$ cat config.mk
export PLATFORM = sky130hd
export DESIGN_NAME = uart_tx_arbiter
export DESIGN_NICKNAME = d
export VERILOG_FILES = /design/src/rtl/uart_pkg.sv /design/src/rtl/uart_rr_select.sv /design/src/rtl/uart_tx_arbiter.sv
export SDC_FILE = /design/constraint.sdc
export NUM_CORES = 1
export LEC_CHECK = 0
export CORE_ASPECT_RATIO = 1.1
export CORE_MARGIN = 5
export CORE_UTILIZATION = 46
export CTS_CLUSTER_DIAMETER = 150
export DETAILED_ROUTE_END_ITERATION = 6
export HOLD_SLACK_MARGIN = 0.1
export PLACE_DENSITY = 0.91
export SLEW_MARGIN = 30
export SYNTH_ARGS = -nofsm -noshare
export SYNTH_HDL_FRONTEND = slang
export SYNTH_SLANG_ARGS = --single-unit
$ cat constraint.sdc
create_clock -name Clk -period 4.35 [get_ports Clk]
set_input_delay 0.6525 -clock Clk [delete_from_list [all_inputs] [get_ports Clk]]
set_output_delay 0.6525 -clock Clk [all_outputs]
set_load 0.005 [all_outputs]
$ cat src/rtl/uart_pkg.sv
// Shared types and helpers for the UART transmit arbiter.
package uart_pkg;

  typedef enum logic [1:0] {
    IDLE,
    START,
    BUSY
  } arb_state_t;

  localparam int DATA_BITS_DEF = 8;

  // ceil(log2(n)), never less than 1 so single-entry indices still have a bit
  function automatic int clog2_min1(input int n);
    int w;
    w = 0;
    while ((1 << w) < n) w = w + 1;
    return (w < 1) ? 1 : w;
  endfunction

endpackage

$ cat src/rtl/uart_rr_select.sv
// Circular first-set-bit search over Req starting at Ptr.
module uart_rr_select
  import uart_pkg::*;
#(
  parameter int N_REQ = 4,
  parameter int ID_W  = clog2_min1(N_REQ)
) (
  input  logic [N_REQ-1:0] Req,
  input  logic [ID_W-1:0]  Ptr,
  output logic             Valid,
  output logic [ID_W-1:0]  Idx
);

  logic [2*N_REQ-1:0] dbl;
  logic [2*N_REQ-1:0] masked;
  logic               found;
  int unsigned        pos;

  // Lower copy masked below Ptr; upper copy supplies the wrap-around.
  always_comb begin
    dbl    = {Req, Req};
    masked = '0;
    for (int unsigned i = 0; i < 2 * N_REQ; i++) begin
      masked[i] = dbl[i] && ((i >= N_REQ) || (i >= 32'(Ptr)));
    end
  end

  always_comb begin
    found = 1'b0;
    pos   = 0;
    for (int unsigned i = 0; i < 2 * N_REQ; i++) begin
      if (!found && masked[i]) begin
        found = 1'b1;
        pos   = i;
      end
    end
  end

  assign Valid = |Req;
  assign Idx   = ID_W'((pos >= N_REQ) ? (pos - N_REQ) : pos);

endmodule

$ cat src/rtl/uart_tx_arbiter.sv
// Round-robin arbiter sharing one UART transmitter among N_REQ byte requesters.
module uart_tx_arbiter
  import uart_pkg::*;
#(
  parameter int DATA_BITS     = DATA_BITS_DEF,
  parameter int N_REQ         = 4,
  parameter int START_TIMEOUT = 64
) (
  input  logic                           Clk,
  input  logic                           Rst,
  input  logic [N_REQ-1:0]               Req,
  input  logic [N_REQ*DATA_BITS-1:0]     Req_Data,
  input  logic                           Hold,
  output logic [N_REQ-1:0]               Ack,
  output logic [N_REQ-1:0]               Err,
  output logic [clog2_min1(N_REQ)-1:0]   Grant_Id,
  output logic [DATA_BITS-1:0]           Tx_Data,
  output logic                           Transmit_Start,
  input  logic                           Tx_Busy,
  output logic                           Arb_Busy
);

  localparam int ID_W = clog2_min1(N_REQ);
  localparam int TW   = clog2_min1(START_TIMEOUT);

  arb_state_t           state, state_nxt;
  logic [ID_W-1:0]      ptr, ptr_nxt;
  logic [TW-1:0]        timer, timer_nxt;
  logic [ID_W-1:0]      gid_nxt;
  logic [DATA_BITS-1:0] data_nxt;
  logic                 ts_nxt;
  logic [N_REQ-1:0]     ack_nxt, err_nxt;
  logic                 sel_valid;
  logic [ID_W-1:0]      sel_idx;
  logic [ID_W-1:0]      ptr_after;

  uart_rr_select #(
    .N_REQ (N_REQ),
    .ID_W  (ID_W)
  ) u_sel (
    .Req   (Req),
    .Ptr   (ptr),
    .Valid (sel_valid),
    .Idx   (sel_idx)
  );

  assign ptr_after = (Grant_Id == ID_W'(N_REQ - 1)) ? '0 : Grant_Id + 1'b1;

  always_comb begin
    state_nxt = state;
    ptr_nxt   = ptr;
    timer_nxt = timer;
    gid_nxt   = Grant_Id;
    data_nxt  = Tx_Data;
    ts_nxt    = Transmit_Start;
    ack_nxt   = '0;
    err_nxt   = '0;
    case (state)
      IDLE: begin
        if (!Hold && !Tx_Busy && sel_valid) begin
          data_nxt  = Req_Data[sel_idx*DATA_BITS +: DATA_BITS];
          gid_nxt   = sel_idx;
          ts_nxt    = 1'b1;
          timer_nxt = '0;
          state_nxt = START;
        end
      end
      START: begin
        // Busy seen on the final timeout cycle still wins over the abort.
        if (Tx_Busy) begin
          ts_nxt            = 1'b0;
          ack_nxt[Grant_Id] = 1'b1;
          ptr_nxt           = ptr_after;
          state_nxt         = BUSY;
        end else if (timer == TW'(START_TIMEOUT - 1)) begin
          ts_nxt            = 1'b0;
          err_nxt[Grant_Id] = 1'b1;
          ptr_nxt           = ptr_after;
          state_nxt         = IDLE;
        end else begin
          timer_nxt = timer + 1'b1;
        end
      end
      BUSY: begin
        if (!Tx_Busy) state_nxt = IDLE;
      end
      default: state_nxt = IDLE;
    endcase
  end

  always_ff @(posedge Clk) begin
    if (Rst) begin
      state          <= IDLE;
      ptr            <= '0;
      timer          <= '0;
      Grant_Id       <= '0;
      Tx_Data        <= '0;
      Transmit_Start <= 1'b0;
      Ack            <= '0;
      Err            <= '0;
      Arb_Busy       <= 1'b0;
    end else begin
      state          <= state_nxt;
      ptr            <= ptr_nxt;
      timer          <= timer_nxt;
      Grant_Id       <= gid_nxt;
      Tx_Data        <= data_nxt;
      Transmit_Start <= ts_nxt;
      Ack            <= ack_nxt;
      Err            <= err_nxt;
      Arb_Busy       <= (state_nxt != IDLE);
    end
  end

endmodule

==> flow_summary.toml, run 1 <==
[drt]
wirelength_um = 3770
drc_errors = 0
detail-route-antenna-nets = 0
first_iter_violations = 77
wire_per_inst_um = 14.4
vias = 1463
drt-pass1-iter-count = 6
drt-vias-per-instance = 5.61

[critical_path]
worstRegToRegCells = 5
cp.depth = 6
cp_cell_sequence = "clkdlybuf4s50_1 > nor2_1 > and4b_1 > nor2_2 > a221o_1 > a32o_1"
end_kind = "flip-flop"
cp_top_family = "simple AND/OR/NAND/NOR gates"
reg2reg_to = "Grant_Id[0]"
worstPathMaxFanout = 12
startpoint_type = "primary input"
cp_data_required_time_ns = 4.62
arrival_ns = 2.87
crit_end = "Tx_Data[6]"
worstReg2RegStart = "state[0]"
slowest_stage = "nor2_1"
setup.worst_path.start = "Req[1]"
crit_type = "in -> reg"
slowest_delay_ns = 0.61
r2r_setup_slack_ns = 2.30
path_buf_inv = 1

[layout]
insertedDiodeCount = 0
area_delta_synth_final_pct = 43.6
drive_above_1_share = 0.0617
nFillCells = 255
final_core_util = 0.702
nets = 271

[grt]
grt_pass1_vias = 1378
grt.total_usage = 0.172
grt_overflow = 0
grt_max_degree = 18
grt_pass1_wl_um = 6150
antenna_found_initial = 0

[power_and_ir_drop]
ir_drop_mv = 0.133
power_mw = 0.577
leakagePower_nw = 0.812
power_per_cell_area_mw_per_mm2 = 265

[synth]
yosysTopAreaCell = "dfxtp_1"
syn_inst = 167
async_flop_share = 0
synth_top_area_share = 0.396
yosysWarnings = 0
synth_seq_cells = 30
syn-num-nets = 212
synthFlopType = "dfxtp_1"
synth-edff-count = 0
syn_avg_cell_area_sq_um = 9.07
synth_cell_type_count = 37
ys_seq_area_frac = 0.396
synth.area.top_cells = "dfxtp_1 40%, nand3_1 6.3%, a221o_1 5.3%, a32o_1 5.3%, nor2b_1 4.5%"
synth.cell_area_sq_mm = 0.00152

[timing]
fin_crit_ns = 2.60
hold_viol = 0
setup_tns_ns = 0
period_share = 0.597
final.setup_skew_ns = 0.00821
finalSetupViolations = 0
max_freq_ghz = 0.385
drv_slew = 0
max_slew_margin = 0.510
rsz0062_at_grt = "no"
worst_slew_pin_slew_ns = 0.727

[clock_tree]
ctsRootBufferMaster = "clkbuf_4"
cts_buffers = 5
clk_latency_ns = 0.33
cts-hold-fix-buffers = 0
clock-sinks = 30
post-cts-setup-buffer-count = 0
h-tree-depth = 2
post_cts_resized = 0
clockBufferDepth = 2
cts.clk_slew.worst_paths_ns = 0.09
cts_tree = "built"

[flow_run]
drv_cap = 0

[place]
gp_congestion = 0.767
portBuffers = 59
dp_hpwl_um = 2910

[floorplanning]
core_area_sq_mm = 0.00310
die_h_um = 70.2
ioPinCount = 60
start_util = 0.489
dieArea_sq_mm = 0.00454
die_width_um = 64.7
num_rows = 21

[min_path]
hold_path.class = "reg -> reg"

[outcome]
status = "finished, final reports clean"
## per-stage QoR
step	instances	instance area, sq um	setup WS, ns	hold WS [ns]
2_1_floorplan	167	1520	2.29	0.463
3_3_place_gp	253	2110	1.44	0.449
3_5_place_dp	253	2120	1.44	0.454
4_1_cts	261	2180	1.78	0.477
5_1_grt	261	2180	1.58	0.496
6_report	261	2180	1.75	0.476
## Yosys cell counts, types with 2 or more instances
cell / number
a221o_1: 8
ha_1: 5
buf_2: 4
nand2b_1: 7
inv_1: 4
nand2_1: 2
a32o_1: 8
a21boi_0: 3
o21ai_0: 12
and2_1: 9
dfxtp_1: 30
nand3_1: 19
a21oi_1: 5
a211oi_1: 2
nor2_1: 12
nor4_1: 2
mux2i_1: 2
nor3_1: 2
xnor2_1: 3
nor2b_1: 11
## routing by layer
metal,GRT usage,share of wire
met2,0.274,0.48
met5,0,0
met4,0.0845,0.022
met3,0.0513,0.068
met1,0.207,0.43
## power by group
group          internal, mW  leakage [nW]  total (mW)  switching (mW)
clock network        0.0782        0.0353       0.172          0.0933
registers             0.283         0.243       0.289         0.00555
logic                0.0682         0.533       0.117          0.0487
## cell usage in the layout (no fill, tap or decap), drive strengths merged, types with 4 or more instances in the layout
master	count
clkdlybuf4s50	59
dfxtp	30
nand3	19
nor2	13
o21ai	12
nor2b	12
and2	9
a221o	8
a32o	8
nand2b	7
clkbuf	7
a21oi	5
ha	5
inv	4
## worst min-delay path by stage
stage                     from         end  slack, ns  depth (start not counted)
floorplan             state[0]    state[0]       0.46                          1
global placement    Tx_Data[2]  Tx_Data[2]       0.45                          1
detailed placement  Tx_Data[4]  Tx_Data[4]       0.45                          1
CTS                 Tx_Data[4]  Tx_Data[4]       0.48                          1
global route        Tx_Data[0]  Tx_Data[0]       0.50                          1
finish              Tx_Data[1]  Tx_Data[1]       0.48                          1
## layout make-up
class / count / area [sq um] / area share
Inverter: 4 / 15.0 / 0.00690
Clock inverter: 1 / 5.00 / 0.00230
Tap cell: 34 / 42.5 / 0.0196
Timing Repair Buffer: 59 / 591 / 0.271
Clock buffer: 7 / 55.1 / 0.0253
Sequential cell: 30 / 601 / 0.276
Multi-Input combinational cell: 126 / 867 / 0.399
## logic make-up after synthesis
logic type / after synthesis / share of synthesized area
mux: 2 / 0.0132
compound gates: 43 / 0.219
simple gates: 73 / 0.277
xor+xnor: 3 / 0.0173
flops: 30 / 0.396
fa+ha+maj: 5 / 0.0413
buf+inv: 11 / 0.0355
## registers in the layout, indices dropped and copies added, names as in the netlist
register	cells
Tx_Data	8
timer	6
Ack	4
Err	4
Grant_Id	2
ptr	2
state	2
Arb_Busy	1
Transmit_Start	1
Power figures use the tool's default switching activity.
==> run 2: changes to the inputs <==
--- a/config.mk
+++ b/config.mk
@@ -7,11 +7,11 @@
 export LEC_CHECK = 0
 export CORE_ASPECT_RATIO = 1.1
 export CORE_MARGIN = 5
-export CORE_UTILIZATION = 46
+export CORE_UTILIZATION = 39
 export CTS_CLUSTER_DIAMETER = 150
 export DETAILED_ROUTE_END_ITERATION = 6
 export HOLD_SLACK_MARGIN = 0.1
-export PLACE_DENSITY = 0.91
+export PLACE_DENSITY = 0.83
 export SLEW_MARGIN = 30
 export SYNTH_ARGS = -nofsm -noshare
 export SYNTH_HDL_FRONTEND = slang
==> constraint.sdc (replaced) <==
create_clock -name Clk -period 2.15 [get_ports Clk]
set_input_delay 0.3225 -clock Clk [delete_from_list [all_inputs] [get_ports Clk]]
set_output_delay 0.3225 -clock Clk [all_outputs]
set_load 0.005 [all_outputs]
==> flow_summary.toml, run 2 (same netlist as run 1, synthesis figures left out) <==
[layout]
drive_above_1_share = 0.123
reg_top3 = "Tx_Data (8), timer (6)"
stdcell_count = 294
design_area_sq_mm = 0.00235
final_cell_mix = "59 x clkdlybuf4s50_1, 30 x dfxtp_1, 19 x nand3_1"
area_delta_synth_final_pct = 55.0
layout_commonest_cell = "clkdlybuf4s50_1"
largest_register_ffs = 8
nets = 288
insertedDiodeCount = 0
largest-register = "Tx_Data"
final_core_util = 0.633

[grt]
antenna_found_initial = 0
grt_pass1_wl_um = 6710
grt_max_degree = 16
grt_overflow = 0
grt.total_usage = 0.163
grt_pass1_vias = 1509

[clock_tree]
ctsRootBufferMaster = "clkbuf_8"
cts.clk_slew.worst_paths_ns = 0.06
cts_tree = "built"
cts_buffers = 5
cts-hold-fix-buffers = 0
clk_latency_ns = 0.28
post_cts_resized = 0
h-tree-depth = 2
clockBufferDepth = 2
post-cts-setup-buffer-count = 0
clock-sinks = 30

[critical_path]
slowest_delay_ns = 0.67
reg2reg_to = "timer[3]"
r2r_setup_slack_ns = 0.23
worstReg2RegStart = "timer[0]"
cp_data_required_time_ns = 2.32
startpoint_type = "primary input"
worst_path_most_repeated_cell = "nand3_1"
crit_type = "in -> reg"
worstPathMaxFanout = 8
cp_cell_sequence = "clkdlybuf4s50_1 > nor2_1 > or4_1 > nand3_1 > nand3_1 > a32o_1"
worstRegToRegCells = 6
arrival_ns = 2.14
slowest_stage = "or4_1"
end_kind = "flip-flop"

[flow_run]
drv_cap = 0

[place]
pre_cts_ws_ns = -0.102
dp_hpwl_um = 3250
post-place-cells = 286
portBuffers = 59
place_area_sq_mm = 0.00226
gp_congestion = 0.837

[power_and_ir_drop]
power_frac_comb = 0.201
ir_drop_mv = 0.350
p_clk_frac = 0.351
switching_share = 0.243
power_mw = 1.31
switchingPower_mw = 0.317
p_seq_frac = 0.449
power.internal_mw = 0.990
power_per_cell_area_mw_per_mm2 = 556
leakagePower_nw = 0.903

[timing]
final.setup_skew_ns = 0.00512
fin_crit_ns = 1.97
setup_ws_ns = 0.177
holdWs_ns = 0.470
worst_slew_pin_slew_ns = 0.657
setup_tns_ns = 0
max_slew_margin = 0.561
hold_viol = 0
max_freq_ghz = 0.507
rsz0062_at_grt = "no"
finalSetupViolations = 0
period_share = 0.918
drv_slew = 0

[drt]
first_iter_violations = 80
detail-route-antenna-nets = 0
drc_errors = 0
wire_per_inst_um = 14.3
vias = 1532
wirelength_um = 4210
drt-vias-per-instance = 5.21
drt-pass1-iter-count = 4

[floorplanning]
ioPinCount = 60
die_width_um = 69.4
start_util = 0.408
core_area_sq_mm = 0.00371
dieArea_sq_mm = 0.00523
die_h_um = 75.4
num_rows = 23

[min_path]
whs_path_depth = 1
hp-start = "Tx_Data[1]"
hold_path.class = "reg -> reg"
min_to = "Tx_Data[1]"

[outcome]
status = "finished, final reports clean"
-- run 2: cell count changes in the layout (fill, tap and decap cells not counted), sizes merged --
| cell | change |
|---|---|
| buf | +17 |
-- run 2: worst max path at each step --
| stage | from | end | slack, ns | depth (start not counted) |
|---|---|---|---|---|
| 6_report | Req[1] | Tx_Data[0] | 0.18 | 6 |
| 5_1_grt | Req[1] | Tx_Data[2] | 0.07 | 7 |
| 4_1_cts | Req[1] | Tx_Data[0] | 0.19 | 6 |
| 3_5_place_dp | Req[1] | Tx_Data[2] | -0.10 | 6 |
| 3_3_place_gp | Req[1] | Tx_Data[3] | -0.04 | 6 |
| 2_1_floorplan | timer[0] | timer[3] | 0.32 | 6 |
-- run 2: power groups by stage --
stage                     combinational (mW)  clock, mW  sequential (mW)
after floorplan                        0.110          0            0.598
after global placement                 0.257          0            0.598
after detailed placement               0.262          0            0.598
after CTS                              0.263      0.464            0.586
after global routing                   0.287      0.493            0.589
final                                  0.262      0.458            0.586
-- run 2: area by class of cell --
| cell class | count | area, sq um |
|---|---|---|
| Multi-Input combinational cell | 126 | 861 |
| Clock buffer | 7 | 86.3 |
| Fill cell | 308 | 1360 |
| Timing Repair Buffer | 76 | 718 |
| Sequential cell | 30 | 601 |
| Tap cell | 50 | 62.6 |
| Inverter | 4 | 15.0 |
| Clock inverter | 1 | 5.00 |
-- run 2: metal layers --
layer  vias to the layer above  GRT usage  wire, um
met2                        47      0.293      2190
met1                       709      0.190      1690
met4                         0     0.0911        95
met3                         9     0.0251       238
met5                         -          0         0
li1                        767          -         -
-- run 2: critical path: cells and delay by family --
kind	cells	cell delay, ns
and+or+nand+nor	4	1.04
buffers and inverters	1	0.52
AOI/OAI and AO/OA	1	0.25
